===== src/rtl/cache_types.sv =====
// Geometry and FSM state types for the L1 data cache (8 sets x 16-byte lines).
package cache_types;

   typedef logic [127:0] lc3b_cache_line;
   typedef logic [8:0]   lc3b_cache_tag;
   typedef logic [2:0]   lc3b_cache_index;
   typedef logic [2:0]   lc3b_cache_wsel;

   typedef enum logic [1:0] {IDLE, WRITEBACK, ALLOCATE} cache_state_t;

   localparam int unsigned NumSets = 8;

endpackage


===== src/rtl/lc3b_types.sv =====
// Basic LC-3b datapath types shared across the pipeline.
package lc3b_types;

   typedef logic [15:0] lc3b_word;
   typedef logic [1:0]  lc3b_mem_wmask;

endpackage


===== src/rtl/l1_dcache_control.sv =====
// Miss FSM, pmem strobes and array load enables for l1_dcache.
// Optional hit/miss counters are built when L1_DCACHE_PERF_EN is defined.
module l1_dcache_control
   import cache_types::*;
(
   input  logic         clk,
   input  logic         reset,
   input  logic         mem_read,
   input  logic         mem_write,
   input  logic         line_hit,
   input  logic         victim_dirty,
   input  logic         pmem_resp,
   output cache_state_t state,
   output logic         mem_resp,
   output logic         pmem_read,
   output logic         pmem_write,
   output logic         load_write,
   output logic         load_fill,
   output logic         clear_dirty
`ifdef L1_DCACHE_PERF_EN
   ,
   output logic [15:0]  hit_count,
   output logic [15:0]  miss_count
`endif
);

   cache_state_t state_q, state_d;
   logic         req;

   assign req   = mem_read | mem_write;
   assign state = state_q;

   always_ff @(posedge clk) begin
      if (reset) state_q <= IDLE;
      else       state_q <= state_d;
   end

   // Array updates are gated by reset so a pmem_resp coincident with reset is dropped.
   always_comb begin
      state_d     = state_q;
      mem_resp    = 1'b0;
      pmem_read   = 1'b0;
      pmem_write  = 1'b0;
      load_write  = 1'b0;
      load_fill   = 1'b0;
      clear_dirty = 1'b0;
      unique case (state_q)
         IDLE: begin
            mem_resp   = req & line_hit;
            load_write = mem_write & line_hit & ~reset;
            if (req && !line_hit) state_d = victim_dirty ? WRITEBACK : ALLOCATE;
         end
         WRITEBACK: begin
            pmem_write = 1'b1;
            if (pmem_resp) begin
               clear_dirty = ~reset;
               state_d     = ALLOCATE;
            end
         end
         ALLOCATE: begin
            pmem_read = 1'b1;
            if (pmem_resp) begin
               load_fill = ~reset;
               state_d   = IDLE;
            end
         end
         default: state_d = IDLE;
      endcase
   end

`ifdef L1_DCACHE_PERF_EN
   logic [15:0] hit_count_q, miss_count_q;
   logic        miss_pend_q;

   // miss_pend_q marks a request that missed, so its eventual completion is not a hit.
   always_ff @(posedge clk) begin
      if (reset) begin
         hit_count_q  <= '0;
         miss_count_q <= '0;
         miss_pend_q  <= 1'b0;
      end else begin
         if (state_q == IDLE && state_d != IDLE) begin
            miss_pend_q <= 1'b1;
            if (miss_count_q != 16'hFFFF) miss_count_q <= miss_count_q + 16'd1;
         end
         if (mem_resp) begin
            miss_pend_q <= 1'b0;
            if (!miss_pend_q && hit_count_q != 16'hFFFF) hit_count_q <= hit_count_q + 16'd1;
         end
      end
   end

   assign hit_count  = hit_count_q;
   assign miss_count = miss_count_q;
`endif

endmodule


===== src/rtl/l1_dcache.sv =====
// Direct-mapped write-back/write-allocate L1 data cache, 8 sets x 128-bit lines.
// Define L1_DCACHE_PERF_EN to add the hit_count/miss_count ports.
module l1_dcache
   import lc3b_types::*;
   import cache_types::*;
(
   input  logic           clk,
   input  logic           reset,
   input  lc3b_word       mem_address,
   input  logic           mem_read,
   input  logic           mem_write,
   input  lc3b_mem_wmask  mem_byte_enable,
   input  lc3b_word       mem_wdata,
   output lc3b_word       mem_rdata,
   output logic           mem_resp,
   output lc3b_word       pmem_address,
   output logic           pmem_read,
   output logic           pmem_write,
   output lc3b_cache_line pmem_wdata,
   input  lc3b_cache_line pmem_rdata,
   input  logic           pmem_resp
`ifdef L1_DCACHE_PERF_EN
   ,
   output logic [15:0]    hit_count,
   output logic [15:0]    miss_count
`endif
);

   lc3b_cache_tag   tag;
   lc3b_cache_index index;
   lc3b_cache_wsel  wsel;
   logic            unused_addr_bit;

   assign tag             = mem_address[15:7];
   assign index           = mem_address[6:4];
   assign wsel            = mem_address[3:1];
   assign unused_addr_bit = mem_address[0];

   logic [NumSets-1:0] valid_q, dirty_q;
   lc3b_cache_tag      tag_q  [NumSets];
   lc3b_cache_line     data_q [NumSets];

   lc3b_cache_line line, merged_line;
   lc3b_word       word;
   logic           line_hit, victim_dirty;
   cache_state_t   state;
   logic           load_write, load_fill, clear_dirty;

   assign line         = data_q[index];
   assign word         = line[{wsel, 4'h0} +: 16];
   assign line_hit     = valid_q[index] && (tag_q[index] == tag);
   assign victim_dirty = valid_q[index] && dirty_q[index];

   always_comb begin
      merged_line = line;
      if (mem_byte_enable[0]) merged_line[{wsel, 4'h0} +: 8] = mem_wdata[7:0];
      if (mem_byte_enable[1]) merged_line[{wsel, 4'h8} +: 8] = mem_wdata[15:8];
   end

   l1_dcache_control u_control (
      .clk          (clk),
      .reset        (reset),
      .mem_read     (mem_read),
      .mem_write    (mem_write),
      .line_hit     (line_hit),
      .victim_dirty (victim_dirty),
      .pmem_resp    (pmem_resp),
      .state        (state),
      .mem_resp     (mem_resp),
      .pmem_read    (pmem_read),
      .pmem_write   (pmem_write),
      .load_write   (load_write),
      .load_fill    (load_fill),
      .clear_dirty  (clear_dirty)
`ifdef L1_DCACHE_PERF_EN
      ,
      .hit_count    (hit_count),
      .miss_count   (miss_count)
`endif
   );

   always_ff @(posedge clk) begin
      if (reset) begin
         valid_q <= '0;
         dirty_q <= '0;
      end else begin
         if (load_write)  dirty_q[index] <= 1'b1;
         if (clear_dirty) dirty_q[index] <= 1'b0;
         if (load_fill) begin
            valid_q[index] <= 1'b1;
            dirty_q[index] <= 1'b0;
         end
      end
   end

   // Tag and data arrays carry no reset; valid_q alone qualifies their contents.
   always_ff @(posedge clk) begin
      if (load_write) data_q[index] <= merged_line;
      if (load_fill) begin
         data_q[index] <= pmem_rdata;
         tag_q[index]  <= tag;
      end
   end

   always_comb begin
      mem_rdata    = mem_resp ? word : 16'h0;
      pmem_wdata   = '0;
      pmem_address = 16'h0;
      unique case (state)
         WRITEBACK: begin
            pmem_address = {tag_q[index], index, 4'h0};
            pmem_wdata   = line;
         end
         ALLOCATE: pmem_address = {mem_address[15:4], 4'h0};
         default:  pmem_address = 16'h0;
      endcase
   end

endmodule


===== config.mk =====
export PLATFORM = sky130hd
export DESIGN_NAME = l1_dcache
export DESIGN_NICKNAME = d
export VERILOG_FILES = /design/src/rtl/cache_types.sv /design/src/rtl/lc3b_types.sv /design/src/rtl/l1_dcache_control.sv /design/src/rtl/l1_dcache.sv
export SDC_FILE = /design/constraint.sdc
export NUM_CORES = 1
export LEC_CHECK = 0
export ABC_CLOCK_PERIOD_IN_PS = 17000
export CAP_MARGIN = 20
export CORE_MARGIN = 1
export CORE_UTILIZATION = 34
export CTS_CLUSTER_DIAMETER = 100
export DETAILED_ROUTE_END_ITERATION = 10
export PLACE_DENSITY = 0.55
export SLEW_MARGIN = 20
export SYNTH_ARGS = -nofsm -noshare
export SYNTH_HDL_FRONTEND = slang
export SYNTH_SLANG_ARGS = --single-unit
export TNS_END_PERCENT = 100

===== constraint.sdc =====
create_clock -name clk -period 17 [get_ports clk]
set_input_delay 1.7 -clock clk [delete_from_list [all_inputs] [get_ports clk]]
set_output_delay 1.7 -clock clk [all_outputs]
set_load 0.03 [all_outputs]

==> results.sh, run 1 <==
export IMPL_skew_ns=0.0603
export IMPL_cts_tree="done"
export IMPL_place_inst=5039
export IMPL_htreeDepth=3
export IMPL_maxSlewViolCount=0
export IMPL_ctsResizeCount=0
export IMPL_fp_dieArea_mm2=0.138
export IMPL_area_growth_pct=19.1
export IMPL_timing_critical_path_buf_inv=6
export IMPL_cts_root_buf="clkbuf_16"
export IMPL_crit_path_max_incr_delay_ns=0.85
export IMPL_hold_violations=0
export IMPL_die_y_um=371
export IMPL_nets=3550
export IMPL_grt_pass1_wl_um=224000
export IMPL_die_x_um=371
export IMPL_synth_edff_count=1096
export IMPL_wl_um=163000
export IMPL_via_per_inst=5.74
export IMPL_vdd_drop_max_mv=0.0804
export IMPL_status="completed"
export IMPL_clk_latency_ns=0.74
export IMPL_ys_ff_latch=1114
export IMPL_vias=30200
export IMPL_coreArea_mm2=0.135
export IMPL_required_ns=15.30
export IMPL_holdBufCountCts=0
export IMPL_p_leak_nw=17.8
export IMPL_cp_max_fo=50
export IMPL_cts_buffers=114
export IMPL_wl_per_cell_um=31.0
export IMPL_powerDensity_mw_per_mm2=109
export IMPL_grtUsageTotal_pct=23.1
export IMPL_num_rows=135
export IMPL_io_pins=330
export IMPL_crit_top_cell="buf_4"
export IMPL_final_cells=5255
export IMPL_rsz0062_at_grt="false"
export IMPL_clk_pin_slew_ns=0.06
export IMPL_crit_family="buffers and inverters"
export IMPL_portBuffers=324
export IMPL_critPathKind="in2out"
export IMPL_crit_slowest_cell="buf_4"
export IMPL_start_util_pct=34.3
export IMPL_ys_warn_count=0
export IMPL_hold_path_class="reg2reg"
export IMPL_synth_area_per_cell_um2=15.2
export IMPL_postSynth_asyncResetShare_pct=0
export IMPL_grt_pass1_vias=28400
export IMPL_maxSlewHeadroom_pct=20.3
export IMPL_setup_violations=0
export IMPL_ys_types=71
export IMPL_drc=0
export IMPL_period_minus_slack_ns=9.17
export IMPL_worstSetupEndpointType="output pin"
export IMPL_cts_sinks=1114
export IMPL_grt_max_degree=129
export IMPL_drv_cap=0
export IMPL_cts_buffer_depth=3
export IMPL_syn_area_mm2=0.0463
export IMPL_synthCells=3052
export IMPL_drive_gt1_share_pct=12.0
export IMPL_gp_congestion=0.809
export IMPL_path_cells="buf_6 -> inv_2 -> buf_4 -> nor3_4 -> buf_4 -> buf_4 -> a221oi_1 -> o221ai_1 -> mux4_2 -> nor2_1 -> nor3_1 -> clkdlybuf4s50_1"
export IMPL_drtIter0Drc=3572
export IMPL_yosysSeqAreaShare_pct=71.8
export IMPL_cp_arrival_ns=7.47
export IMPL_worstMarginPinSlew_ns=1.20
export IMPL_post_cts_buffers=0
export IMPL_drtPass1Iterations=5
export IMPL_grt_overflow=0
export IMPL_postRouteAntennaNets=0
export IMPL_startpoint_type="primary input"
export IMPL_num_fill_cells=12500
export IMPL_synthFlopType="edfxtp_1"
export IMPL_dpl_hpwl_um=98700
export IMPL_fmax_ghz=0.109
export IMPL_period_share_pct=53.9
export IMPL_antenna_found_initial=15
export IMPL_fin_setup_tns_ns=0
## worst reg2reg max path, delay by kind of cell (launching register included)
family | cells | cell delay [ns]
AOI/OAI and AO/OA | 3 | 1.00
xor gates and xnor gates | 1 | 0.13
DFF | 1 | 0.36
muxes | 1 | 0.27
and+or+nand+nor | 3 | 1.92
buffers and inverters | 2 | 1.84
## final timing paths
path                       start  slack [ns]  cells past startpoint            to
setup / recovery  mem_address[5]        7.83                     12  mem_rdata[4]
hold / removal        valid_q[2]        0.46                      1    valid_q[2]
setup reg to reg     tag_q[0][8]       11.03                     10  data_q[2][8]
hold reg to reg       valid_q[2]        0.46                      1    valid_q[2]
## per-stage QoR
step / setup WS [ns] / utilization [%] / hold slack [ns] / instance area (um2) / power (mW)
2_1_floorplan: 7.60 / - / 0.435 / 46400 / 3.45
3_3_place_gp: 7.60 / 38.2 / 0.445 / 51600 / 3.70
6_report: 7.83 / 40.8 / 0.464 / 55200 / 6.04
3_5_place_dp: 7.50 / 38.2 / 0.453 / 51600 / 3.71
5_1_grt: 7.77 / 40.8 / 0.484 / 55200 / 6.20
4_1_cts: 7.50 / 40.8 / 0.467 / 55200 / 6.06
## cell usage after synthesis, types with 9 or more instances
cell | number | area, um2
edfxtp_1 | 1096 | 32900
nor2_1 | 272 | 1020
a22oi_1 | 228 | 1710
a21oi_1 | 173 | 866
nand2_1 | 124 | 465
mux2i_1 | 123 | 1230
clkbuf_1 | 108 | 405
a221oi_1 | 103 | 902
nor2b_1 | 93 | 582
o21ai_0 | 86 | 430
buf_2 | 64 | 320
mux2_2 | 60 | 676
and2_1 | 58 | 363
a31oi_1 | 48 | 300
mux4_2 | 46 | 1040
a211oi_1 | 35 | 263
a22o_1 | 32 | 280
and3_1 | 30 | 188
buf_4 | 29 | 218
and4_1 | 24 | 210
nand3_1 | 19 | 95.1
dfxtp_1 | 18 | 360
a221o_1 | 16 | 160
o21a_1 | 13 | 97.6
buf_1 | 12 | 45.0
inv_1 | 12 | 45.0
buf_6 | 10 | 113
ha_1 | 9 | 113
## report_power, final
| group | leakage [nW] | internal (mW) | switching, mW |
|---|---|---|---|
| clock network | 1.70 | 1.32 | 1.07 |
| logic | 6.06 | 0.160 | 0.387 |
| registers | 10.0 | 3.10 | 0.00384 |
## state kept, by name, summed over array words and instances (netlist names)
signal           count
valid_q              8
dirty_q              8
tag_q               72
u_control.state      2
data_q            1024
## final cells by class
class	instances	area [um2]	share of cell area, %
antenna	6	15.0	0.0272
clock buffer	149	2980	5.41
clock inverter	61	543	0.984
inverter	17	63.8	0.116
multi-input combinational	1699	12100	21.8
sequential	1114	33300	60.3
tap	1781	2230	4.04
timing repair buffer	428	4040	7.32
## cell usage in the layout, fill, tap and decap left out, types with 58 or more instances in the layout
cell             count
edfxtp_1          1096
clkdlybuf4s50_1    318
nor2_1             257
a22oi_1            228
a21oi_1            173
nand2_1            124
mux2i_1            123
clkbuf_16          114
a221oi_1           103
buf_4              101
nor2b_1             88
o21ai_0             86
mux2_2              60
and2_1              58
## per-layer routing
metal,up-vias,part of all wire (%),track usage [%]
met5,-,0.042,0
met4,12,2.3,6.02
met3,201,11,6.59
met2,1611,44,34.7
met1,15600,43,32.8
li1,12800,-,-
## cell families after synthesis
group                      synth area share (%)
DFF                                        71.8
AOI/OAI and AO/OA                          11.8
and+or+nand+nor                            6.97
buffers and inverters                      2.59
muxes                                      6.38
adders and majority gates                 0.243
xor gates and xnor gates                  0.170
other                                   0.00809
Note: power is estimated with default switching activity, not from simulation.
==> run 2, diff against run 1 <==
ABC_CLOCK_PERIOD_IN_PS = 8500   (was 17000)
clock period = 8.5 ns   (was 17 ns; I/O delays follow)
==> run 2 against run 1 <==
Compared with the run above:
- worst hold slack about the same
- register-to-register slack got worse by 7.1 ns
- clock power is 110% higher
- via count is 1.4% higher
- global-route usage increased by 0.34 points
- die area stayed put
- clock skew shrank 0.0094 ns
- sequential share of layout area decreased by 0.47 points
- highest routed layer unchanged
- cell area increased by 0.79%
- first-iteration DRC count increased by 0.31%
- routed wire length is 1.3% higher
- total power is 100% higher
==> results.sh, run 2 (synthesis gave the netlist of run 1 again) <==
export IMPL_die_x_um=371
export IMPL_final_cells=5258
export IMPL_htreeDepth=3
export IMPL_postRouteAntennaNets=0
export IMPL_startpoint_type="primary input"
export IMPL_coreArea_mm2=0.135
export IMPL_p_leak_nw=18.0
export IMPL_maxSlewHeadroom_pct=18.2
export IMPL_num_rows=135
export IMPL_rsz0062_at_grt="false"
export IMPL_grt_overflow=0
export IMPL_fin_ws_ns=1.74
export IMPL_cts_buffer_depth=3
export IMPL_period_share_pct=79.6
export IMPL_holdPathEnd="valid_q[1]"
export IMPL_timing_critical_path_buf_inv=3
export IMPL_hold_start="valid_q[1]"
export IMPL_rr_endpoint="data_q[7][38]"
export IMPL_die_y_um=371
export IMPL_hold_path_class="reg2reg"
export IMPL_holdBufCountCts=0
export IMPL_rr_startpoint="tag_q[1][8]"
export IMPL_clk_latency_ns=0.74
export IMPL_grt_max_degree=129
export IMPL_largest_register_ffs=1024
export IMPL_drtPass1Iterations=5
export IMPL_vias=30600
export IMPL_fmax_ghz=0.148
export IMPL_ctsResizeCount=0
export IMPL_place_inst=5049
export IMPL_gp_congestion=0.801
export IMPL_wl_per_cell_um=31.4
export IMPL_required_ns=7.65
export IMPL_post_cts_buffers=0
export IMPL_cp_arrival_ns=5.91
export IMPL_path_cells="buf_6 -> nor2b_1 -> a221oi_1 -> o221a_2 -> nor4_1 -> and4b_1 -> o21ai_4 -> buf_4 -> nor3_1 -> clkdlybuf4s50_1"
export IMPL_clk_pin_slew_ns=0.06
export IMPL_maxSlewViolCount=0
export IMPL_powerDensity_mw_per_mm2=219
export IMPL_worstSetupEndpointType="output pin"
export IMPL_drv_cap=0
export IMPL_via_per_inst=5.82
export IMPL_worstMarginPinSlew_ns=1.23
export IMPL_cts_tree="done"
export IMPL_area_growth_pct=20.1
export IMPL_start_util_pct=34.3
export IMPL_dpl_hpwl_um=101000
export IMPL_fin_setup_tns_ns=0
export IMPL_crit_family="simple AND/OR/NAND/NOR gates"
export IMPL_drc=0
export IMPL_top_register="data_q"
export IMPL_hold_violations=0
export IMPL_reg_top3="data_q: 1024 flops, tag_q: 72 flops"
export IMPL_reg2reg_depth=9
export IMPL_grt_pass1_vias=28700
export IMPL_layout_commonest_cell="edfxtp_1"
export IMPL_status="completed"
export IMPL_final_cell_mix="edfxtp_1, clkdlybuf4s50_1, nor2_1"
export IMPL_cp_max_fo=62
export IMPL_period_minus_slack_ns=6.76
export IMPL_crit_slowest_cell="nor3_1"
export IMPL_drtIter0Drc=3583
export IMPL_setup_violations=0
export IMPL_cts_sinks=1114
export IMPL_holdPathStages=1
export IMPL_vdd_drop_max_mv=0.162
export IMPL_fp_dieArea_mm2=0.138
export IMPL_crit_path_max_incr_delay_ns=0.96
export IMPL_critPathKind="in2out"
export IMPL_nets=3560
export IMPL_cts_buffers=114
export IMPL_io_pins=330
export IMPL_antenna_found_initial=14
export IMPL_portBuffers=324
export IMPL_skew_ns=0.0509
export IMPL_grtUsageTotal_pct=23.5
export IMPL_finalPower_mw=12.2
export IMPL_regToRegSetupSlack_ns=3.92
export IMPL_drive_gt1_share_pct=12.3
export IMPL_num_fill_cells=12400
export IMPL_grt_pass1_wl_um=228000
export IMPL_wl_um=165000
export IMPL_cts_root_buf="clkbuf_16"
export IMPL_dp_worst_setup_slack_ns=1.80
## run 2: cell types whose count changed in the layout (fill, tap and decap cells not counted), sizes merged
cell / delta
bufinv: +5
inv: +3
clkinvlp: +1
clkbuf: -13
buf: +10
diode: -3
## run 2: worst max path at each step
stage	start	endpoint	slack, ns	cells past startpoint
after global placement	mem_address[4]	mem_rdata[4]	1.83	10
after CTS	mem_address[4]	mem_rdata[4]	1.80	10
after global routing	mem_address[4]	mem_rdata[4]	1.56	10
after detailed placement	mem_address[4]	mem_rdata[4]	1.80	10
final	mem_address[4]	mem_rdata[4]	1.74	10
after floorplan	mem_address[4]	data_q[0][0]	-0.05	10
## run 2: routing by layer
| layer | GRT usage, % | up-vias | routed length, um |
|---|---|---|---|
| li1 | - | 12800 | - |
| met1 | 34.0 | 15900 | 71000 |
| met2 | 35.7 | 1629 | 74100 |
| met3 | 4.58 | 246 | 15700 |
| met4 | 6.65 | 14 | 4100 |
| met5 | 0 | - | 79 |
## run 2: stage by stage
step,hold slack (ns),cell area (um2),util [%]
detailed placement,0.451,52100,38.5
CTS,0.465,55600,41.1
floorplan,0.435,46400,-
finish,0.464,55600,41.1
global route,0.479,55600,41.1
global placement,0.445,52000,38.5
## run 2: power by group
part	total [mW]	leakage, nW	switching, mW	internal [mW]
Clock	4.88	1.74	2.12	2.77
Combinational	1.10	6.20	0.768	0.327
Sequential	6.21	10.0	0.00761	6.21
## run 2: cell type report
cell class / count / area, um2 / share of cell area, %
Sequential cell: 1114 / 33300 / 59.8
Multi-Input combinational cell: 1699 / 12100 / 21.7
Timing Repair Buffer: 438 / 4440 / 7.98
Clock buffer: 136 / 2960 / 5.31
Tap cell: 1781 / 2230 / 4.01
Clock inverter: 70 / 623 / 1.12
Inverter: 17 / 63.8 / 0.115
Antenna cell: 3 / 7.51 / 0.0135
